### src/rtl/instr_fetch_unit_pkg.sv
// Shared definitions for the instruction fetch unit: FSM encodings, defaults,
// the fetch buffer layout and the jump-target helper.
package instr_fetch_unit_pkg;

    localparam logic [1:0] ST_IDLE = 2'd0;
    localparam logic [1:0] ST_REQ  = 2'd1;
    localparam logic [1:0] ST_FULL = 2'd2;
    localparam logic [1:0] ST_ERR  = 2'd3;

    localparam logic [31:0] RESET_PC_DEFAULT = 32'h0000_0000;
    localparam int          MAX_WAIT_DEFAULT = 16;

    typedef struct packed {
        logic [31:0] instr;
        logic [31:0] pc;
    } fetch_buf_t;

    // J-type target keeps the top nibble of the sequential PC.
    function automatic logic [31:0] jumpTarget(input logic [3:0]  region,
                                               input logic [25:0] index);
        return {region, index, 2'b00};
    endfunction

endpackage

### src/rtl/instr_fetch_unit_if.sv
// Bundle of the imem handshake, decode handshake and status signals of the fetch unit.
interface instr_fetch_unit_if;

    logic        imem_req;
    logic [31:0] imem_addr;
    logic        imem_ack;
    logic [31:0] imem_rdata;

    logic [31:0] Instr;
    logic [31:0] PC_out;
    logic [31:0] PCPlus4;
    logic        instr_valid;
    logic        instr_ready;
    logic        Branch;
    logic        Zero;
    logic        Jump;
    logic [31:0] Immediate;

    logic [31:0] instr_count;
    logic        fetch_err;

    modport master (
        output imem_req, imem_addr, Instr, PC_out, PCPlus4, instr_valid,
               instr_count, fetch_err,
        input  imem_ack, imem_rdata, instr_ready, Branch, Zero, Jump, Immediate
    );

    modport slave (
        input  imem_req, imem_addr, Instr, PC_out, PCPlus4, instr_valid,
               instr_count, fetch_err,
        output imem_ack, imem_rdata, instr_ready, Branch, Zero, Jump, Immediate
    );

endinterface

### src/rtl/instr_fetch_unit_next_pc_calc.sv
// Combinational next-PC selection: jump beats taken branch beats sequential.
module next_pc_calc
    import instr_fetch_unit_pkg::*;
(
    input  logic [31:0] pc_i,
    input  logic [25:0] jumpIndex_i,
    input  logic        branch_i,
    input  logic        zero_i,
    input  logic        jump_i,
    input  logic [31:0] immediate_i,
    output logic [31:0] pcPlus4_o,
    output logic [31:0] nextPc_o
);

    logic [31:0] branchTarget;

    assign pcPlus4_o    = pc_i + 32'd4;
    assign branchTarget = pcPlus4_o + (immediate_i << 2);

    always_comb begin
        nextPc_o = pcPlus4_o;
        if (jump_i) begin
            nextPc_o = jumpTarget(pcPlus4_o[31:28], jumpIndex_i);
        end else if (branch_i && zero_i) begin
            nextPc_o = branchTarget;
        end
    end

endmodule

### src/rtl/instr_fetch_unit.sv
// Instruction fetch unit: owns the PC, fetches one word at a time over req/ack
// and holds it in a single-entry buffer until decode accepts it.
module instr_fetch_unit
    import instr_fetch_unit_pkg::*;
#(
    parameter logic [31:0] RESET_PC = RESET_PC_DEFAULT,
    parameter int          MAX_WAIT = MAX_WAIT_DEFAULT
) (
    input  logic              CLK,
    input  logic              Reset_L,
    instr_fetch_unit_if.master bus
);

    localparam int              WAIT_W    = (MAX_WAIT > 1) ? $clog2(MAX_WAIT) : 1;
    localparam logic [WAIT_W-1:0] WAIT_LAST = WAIT_W'(MAX_WAIT - 1);

    logic [1:0]        state_q, state_d;
    logic [31:0]       pc_q, pc_d;
    fetch_buf_t        buf_q, buf_d;
    logic [31:0]       instrCount_q, instrCount_d;
    logic              fetchErr_q, fetchErr_d;
    logic [WAIT_W-1:0] waitCnt_q, waitCnt_d;

    logic [31:0] pcPlus4;
    logic [31:0] nextPc;

    next_pc_calc u_next_pc_calc (
        .pc_i        (buf_q.pc),
        .jumpIndex_i (buf_q.instr[25:0]),
        .branch_i    (bus.Branch),
        .zero_i      (bus.Zero),
        .jump_i      (bus.Jump),
        .immediate_i (bus.Immediate),
        .pcPlus4_o   (pcPlus4),
        .nextPc_o    (nextPc)
    );

    // An ack in the last allowed wait cycle still completes the fetch.
    always_comb begin
        state_d      = state_q;
        pc_d         = pc_q;
        buf_d        = buf_q;
        instrCount_d = instrCount_q;
        fetchErr_d   = fetchErr_q;
        waitCnt_d    = waitCnt_q;
        case (state_q)
            ST_IDLE: state_d = ST_REQ;
            ST_REQ: begin
                if (bus.imem_ack) begin
                    buf_d.instr = bus.imem_rdata;
                    buf_d.pc    = pc_q;
                    waitCnt_d   = '0;
                    state_d     = ST_FULL;
                end else if (waitCnt_q == WAIT_LAST) begin
                    fetchErr_d = 1'b1;
                    state_d    = ST_ERR;
                end else begin
                    waitCnt_d = waitCnt_q + WAIT_W'(1);
                end
            end
            ST_FULL: begin
                if (bus.instr_ready) begin
                    pc_d         = nextPc;
                    instrCount_d = instrCount_q + 32'd1;
                    state_d      = ST_REQ;
                end
            end
            ST_ERR:  state_d = ST_ERR;
            default: state_d = ST_IDLE;
        endcase
    end

    always_ff @(posedge CLK or negedge Reset_L) begin
        if (!Reset_L) begin
            state_q      <= ST_IDLE;
            pc_q         <= RESET_PC;
            buf_q        <= '0;
            instrCount_q <= '0;
            fetchErr_q   <= 1'b0;
            waitCnt_q    <= '0;
        end else begin
            state_q      <= state_d;
            pc_q         <= pc_d;
            buf_q        <= buf_d;
            instrCount_q <= instrCount_d;
            fetchErr_q   <= fetchErr_d;
            waitCnt_q    <= waitCnt_d;
        end
    end

    assign bus.imem_req    = (state_q == ST_REQ);
    assign bus.imem_addr   = pc_q;
    assign bus.Instr       = buf_q.instr;
    assign bus.PC_out      = buf_q.pc;
    assign bus.PCPlus4     = pcPlus4;
    assign bus.instr_valid = (state_q == ST_FULL);
    assign bus.instr_count = instrCount_q;
    assign bus.fetch_err   = fetchErr_q;

endmodule
### src/flat_wrapper.sv
// flat-port wrapper written by rule: the top's interface ports become plain ports
module instr_fetch_unit_flat import instr_fetch_unit_pkg::*;
#(
    parameter logic [31:0] RESET_PC = RESET_PC_DEFAULT,
    parameter int          MAX_WAIT = MAX_WAIT_DEFAULT
)
  (CLK, Reset_L, bus_imem_req, bus_imem_addr, bus_Instr, bus_PC_out, bus_PCPlus4, bus_instr_valid, bus_instr_count, bus_fetch_err, bus_imem_ack, bus_imem_rdata, bus_instr_ready, bus_Branch, bus_Zero, bus_Jump, bus_Immediate);
  instr_fetch_unit_if bus_i ();
  input  logic CLK;
  input  logic Reset_L;
  output wire logic [$bits(bus_i.imem_req)-1:0] bus_imem_req;
  output wire logic [$bits(bus_i.imem_addr)-1:0] bus_imem_addr;
  output wire logic [$bits(bus_i.Instr)-1:0] bus_Instr;
  output wire logic [$bits(bus_i.PC_out)-1:0] bus_PC_out;
  output wire logic [$bits(bus_i.PCPlus4)-1:0] bus_PCPlus4;
  output wire logic [$bits(bus_i.instr_valid)-1:0] bus_instr_valid;
  output wire logic [$bits(bus_i.instr_count)-1:0] bus_instr_count;
  output wire logic [$bits(bus_i.fetch_err)-1:0] bus_fetch_err;
  input wire logic [$bits(bus_i.imem_ack)-1:0] bus_imem_ack;
  input wire logic [$bits(bus_i.imem_rdata)-1:0] bus_imem_rdata;
  input wire logic [$bits(bus_i.instr_ready)-1:0] bus_instr_ready;
  input wire logic [$bits(bus_i.Branch)-1:0] bus_Branch;
  input wire logic [$bits(bus_i.Zero)-1:0] bus_Zero;
  input wire logic [$bits(bus_i.Jump)-1:0] bus_Jump;
  input wire logic [$bits(bus_i.Immediate)-1:0] bus_Immediate;
  assign bus_imem_req = bus_i.imem_req;
  assign bus_imem_addr = bus_i.imem_addr;
  assign bus_Instr = bus_i.Instr;
  assign bus_PC_out = bus_i.PC_out;
  assign bus_PCPlus4 = bus_i.PCPlus4;
  assign bus_instr_valid = bus_i.instr_valid;
  assign bus_instr_count = bus_i.instr_count;
  assign bus_fetch_err = bus_i.fetch_err;
  assign bus_i.imem_ack = bus_imem_ack;
  assign bus_i.imem_rdata = bus_imem_rdata;
  assign bus_i.instr_ready = bus_instr_ready;
  assign bus_i.Branch = bus_Branch;
  assign bus_i.Zero = bus_Zero;
  assign bus_i.Jump = bus_Jump;
  assign bus_i.Immediate = bus_Immediate;
  instr_fetch_unit #(.RESET_PC(RESET_PC), .MAX_WAIT(MAX_WAIT)) u_core (.CLK(CLK), .Reset_L(Reset_L), .bus(bus_i));
endmodule
### config.mk
export PLATFORM = sky130hd
export DESIGN_NAME = instr_fetch_unit_flat
export DESIGN_NICKNAME = d
export VERILOG_FILES = /design/src/rtl/instr_fetch_unit_pkg.sv /design/src/rtl/instr_fetch_unit_if.sv /design/src/rtl/instr_fetch_unit_next_pc_calc.sv /design/src/rtl/instr_fetch_unit.sv /design/src/flat_wrapper.sv
export SDC_FILE = /design/constraint.sdc
export NUM_CORES = 1
export LEC_CHECK = 0
export ABC_AREA = 1
export CAP_MARGIN = 20
export CORE_MARGIN = 2
export CORE_UTILIZATION = 51
export DETAILED_ROUTE_END_ITERATION = 10
export PLACE_DENSITY = 0.83
export SLEW_MARGIN = 20
export SYNTH_ARGS = -nofsm -noshare
export SYNTH_HDL_FRONTEND = slang
export SYNTH_SLANG_ARGS = --single-unit
### constraint.sdc
create_clock -name CLK -period 3.5 [get_ports CLK]
set_input_delay 0.525 -clock CLK [delete_from_list [all_inputs] [get_ports CLK]]
set_output_delay 0.525 -clock CLK [all_outputs]
set_load 0.02 [all_outputs]
==> results.json <==
{
  "vias": 9876,
  "yosysWarningCount": 0,
  "p_seq_share_pct": 24.6,
  "path_common_cell": "buf_4",
  "tightestPinTransition_ns": 1.021,
  "wirelength_um": 31210,
  "antenna_found_initial": 0,
  "crit_family": "buffers and inverters",
  "rows": 49,
  "cts_root_buf": "clkbuf_16",
  "combPwrFrac_pct": 57.8,
  "syn_nets": 1479,
  "syn-cell-area_um2": 9323,
  "wl_per_cell_um": 16.85,
  "finalSetupViolCount": 0,
  "clk-insertion-delay-late_ns": 0.42,
  "hold_class": "in -> async",
  "hpwl_um": 23850,
  "firstDrtPassIters": 5,
  "max_slew_margin_pct": 31.87,
  "synth_top_area_cell": "dfrtp_1",
  "post-route-util_pct": 70.56,
  "max_freq_mhz": 303.4,
  "crit_required_ns": 2.97,
  "place_area_um2": 11980,
  "setup_tns_ns": 0,
  "ys_types": 36,
  "fin_skew_ns": 0.007934,
  "portBuffers": 231,
  "crit_chain": "ha_1 -> nand2_1 -> nor2_4 -> nand2_2 -> nor2_2 -> buf_4 -> xor2_1 -> buf_4 -> clkdlybuf4s50_1",
  "status": "finished clean",
  "clock_sinks": 135,
  "start_util_pct": 51.90,
  "overflow": 0,
  "min_period_ns": 3.296,
  "rsz0062_at_grt": "no",
  "synth.avg_cell_area_um2": 6.815,
  "p_per_area_nw_per_um2": 901.1,
  "synth_edf_count": 0,
  "hold_buffers": 0,
  "critPathMaxFanout": 5,
  "area_growth_pct": 35.97,
  "h-tree-depth": 4,
  "synth.top_cells.by_area": "dfrtp_1 (36%), nand2_1 (18%), inv_1 (8.9%), ha_1 (5.2%), nor2_1 (5.0%)",
  "grt_pass1_wl_um": 49370,
  "drc": 0,
  "async_reset_ff_share_pct": 100.0,
  "design.core.area_um2": 17960,
  "switchingPower_w": 0.005266,
  "grt_max_degree": 85,
  "internal-power_w": 0.006156,
  "switching_share_pct": 46.10,
  "via_per_inst": 5.333,
  "critPathKind": "reg -> out",
  "p_leak_nw": 6.467,
  "n_antenna_cell": 0,
  "dieHeight_um": 139.2,
  "synth-main-ff-cell": "dfrtp_1",
  "slew_viol_final": 0,
  "drive_above_1_share_pct": 6.962,
  "finalNetCount": 1721,
  "vdd_drop_max_mv": 0.6774,
  "critPathMaxStageDelay_ns": 0.59,
  "ys_seq_elements": 135,
  "start_kind": "flop",
  "place_inst": 1820,
  "place.gp.congestion": 0.9731,
  "io_pins": 234,
  "cts_buffers": 17,
  "drt_iter0_markers": 699,
  "cts_max_path_buffers": 2,
  "crit_buf_inv": 3,
  "fin_area_um2": 12680,
  "post_cts_buffers": 0,
  "die_x_um": 139.2,
  "ctsResizeCount": 0,
  "end_kind": "primary output",
  "track_usage_pct": 32.21,
  "fp.dieArea_um2": 19380,
  "period_share_pct": 94.17,
  "timing.max_cap.violations": 0,
  "grt_pass1_vias": 9350,
  "synthCells": 1368,
  "cts_tree": "yes",
  "final-hold-violation-count": 0,
  "synth_top_area_share_pct": 36.24,
  "final_cells": 1852,
  "pwr-share-clk_pct": 17.6,
  "ant_nets": 0,
  "clk_pin_slew_ns": 0.06,
  "crit_arrival_ns": 2.77,
  "crit_slowest_cell": "clkdlybuf4s50_1",
  "synth_seq_area_share_pct": 36.24
}
cell families after synthesis:
group	count (synthesis)	share of synthesized area, %
adder cells (fa/ha/maj)	40	5.449
flip-flops	135	36.24
multiplexers	24	2.899
AO/OA/AOI/OAI	130	7.422
buffers and inverters	254	10.31
AND/OR/NAND/NOR	732	32.71
XOR/XNOR	53	4.979
flip-flops by register name (all words and copies together) (netlist names):
name,count
u_core.bus.imem_addr,32
u_core.state_q,2
u_core.bus.instr_count,32
u_core.bus.PC_out,32
u_core.bus.Instr,32
u_core.bus.fetch_err,1
u_core.waitCnt_q,4
cell usage after synthesis, drive strengths merged, types with 16 or more instances:
| cell | n |
|---|---|
| xnor2 | 19 |
| mux2 | 24 |
| a21oi | 69 |
| nand4 | 16 |
| nand3 | 93 |
| nand2 | 449 |
| dfrtp | 135 |
| inv | 222 |
| xor2 | 34 |
| ha | 39 |
| clkbuf | 26 |
| nor3 | 23 |
| nor2 | 136 |
| o21ai | 43 |
cell type report:
| type | instances | area [um^2] |
|---|---|---|
| clock buffer | 19 | 442.9 |
| clock inverter | 13 | 220.2 |
| fill | 1461 | 5288 |
| inverter | 222 | 833.3 |
| multi-input combinational | 979 | 5021 |
| sequential | 135 | 3378 |
| tap | 229 | 286.5 |
| timing repair buffer | 255 | 2494 |
power groups by stage:
stage,sequential [W],clock [W],combinational (W)
after floorplan,0.00333,0,0.00310
after global placement,0.00278,0,0.00640
after detailed placement,0.00280,0,0.00649
after CTS,0.00279,0.00202,0.00656
after global routing,0.00288,0.00209,0.00716
final,0.00281,0.00201,0.00661
routing by layer:
layer	track usage (%)	vias up	part of all wire, %
li1	-	4758	-
met1	40.88	4581	40
met2	53.77	456	48
met3	7.113	81	8.0
met4	12.71	0	3.9
met5	0	-	0
per-stage QoR:
stage / hold WS [ns] / total power [W] / worst slack [ns]
final: 0.1427 / 0.01142 / 0.2042
after global routing: 0.1847 / 0.01213 / 0.008931
after CTS: 0.1810 / 0.01137 / 0.02845
after detailed placement: 0.4686 / 0.009288 / 0.1759
after global placement: 0.4535 / 0.009177 / 0.2181
after floorplan: 0.2294 / 0.006438 / 0.4151
worst register-to-register path, cell delays in order, from the launching register on:
cell and delay (ns):
dfrtp_1 0.41, ha_1 0.21, nand2_1 0.10, nor2_4 0.13, nand2_2 0.12, nor2_2 0.19
buf_4 0.16, nand2_1 0.05, nand2_1 0.08, and2_1 0.21, ha_1 0.32, nand2_1 0.08
nand2_1 0.09, nand2_1 0.07, nand2_1 0.08, a21oi_1 0.23, nand4_1 0.13, nand3_1 0.16
nand3_1 0.15, nand2_1 0.09, nand2_1 0.04
final timing paths:
| check | cells after the start | slack (ns) | start | end |
|---|---|---|---|---|
| max | 9 | 0.20 | u_core.bus.PC_out[2] | bus_PCPlus4[18] |
| min | 1 | 0.14 | Reset_L | u_core.bus.Instr[22] |
| max reg2reg | 20 | 0.29 | u_core.bus.PC_out[2] | u_core.bus.imem_addr[25] |
| min reg2reg | 1 | 0.49 | u_core.bus.instr_count[31] | u_core.bus.instr_count[31] |
| max in group asynchronous | 2 | 2.45 | Reset_L | u_core.bus.Instr[8] |
| min in group CLK | 1 | 0.49 | u_core.bus.instr_count[31] | u_core.bus.instr_count[31] |
layout by cell type, fill, tap and decap left out, types with 5 or more instances in the layout:
cell	synthesis	final
a21oi_1	69	69
buf_4	2	24
bufinv_16	0	5
clkbuf_16	0	17
clkdlybuf4s50_1	0	230
dfrtp_1	135	135
ha_1	39	39
inv_1	221	221
mux2_2	24	24
nand2_1	448	445
nand3_1	89	89
nand4_1	16	16
nor2_1	124	120
nor2_2	9	11
nor2_4	3	5
nor3_1	22	21
o21ai_0	42	42
o22ai_1	6	6
or2_2	5	5
xnor2_1	19	19
xor2_1	34	34
Note: power is estimated with default switching activity, not from simulation.
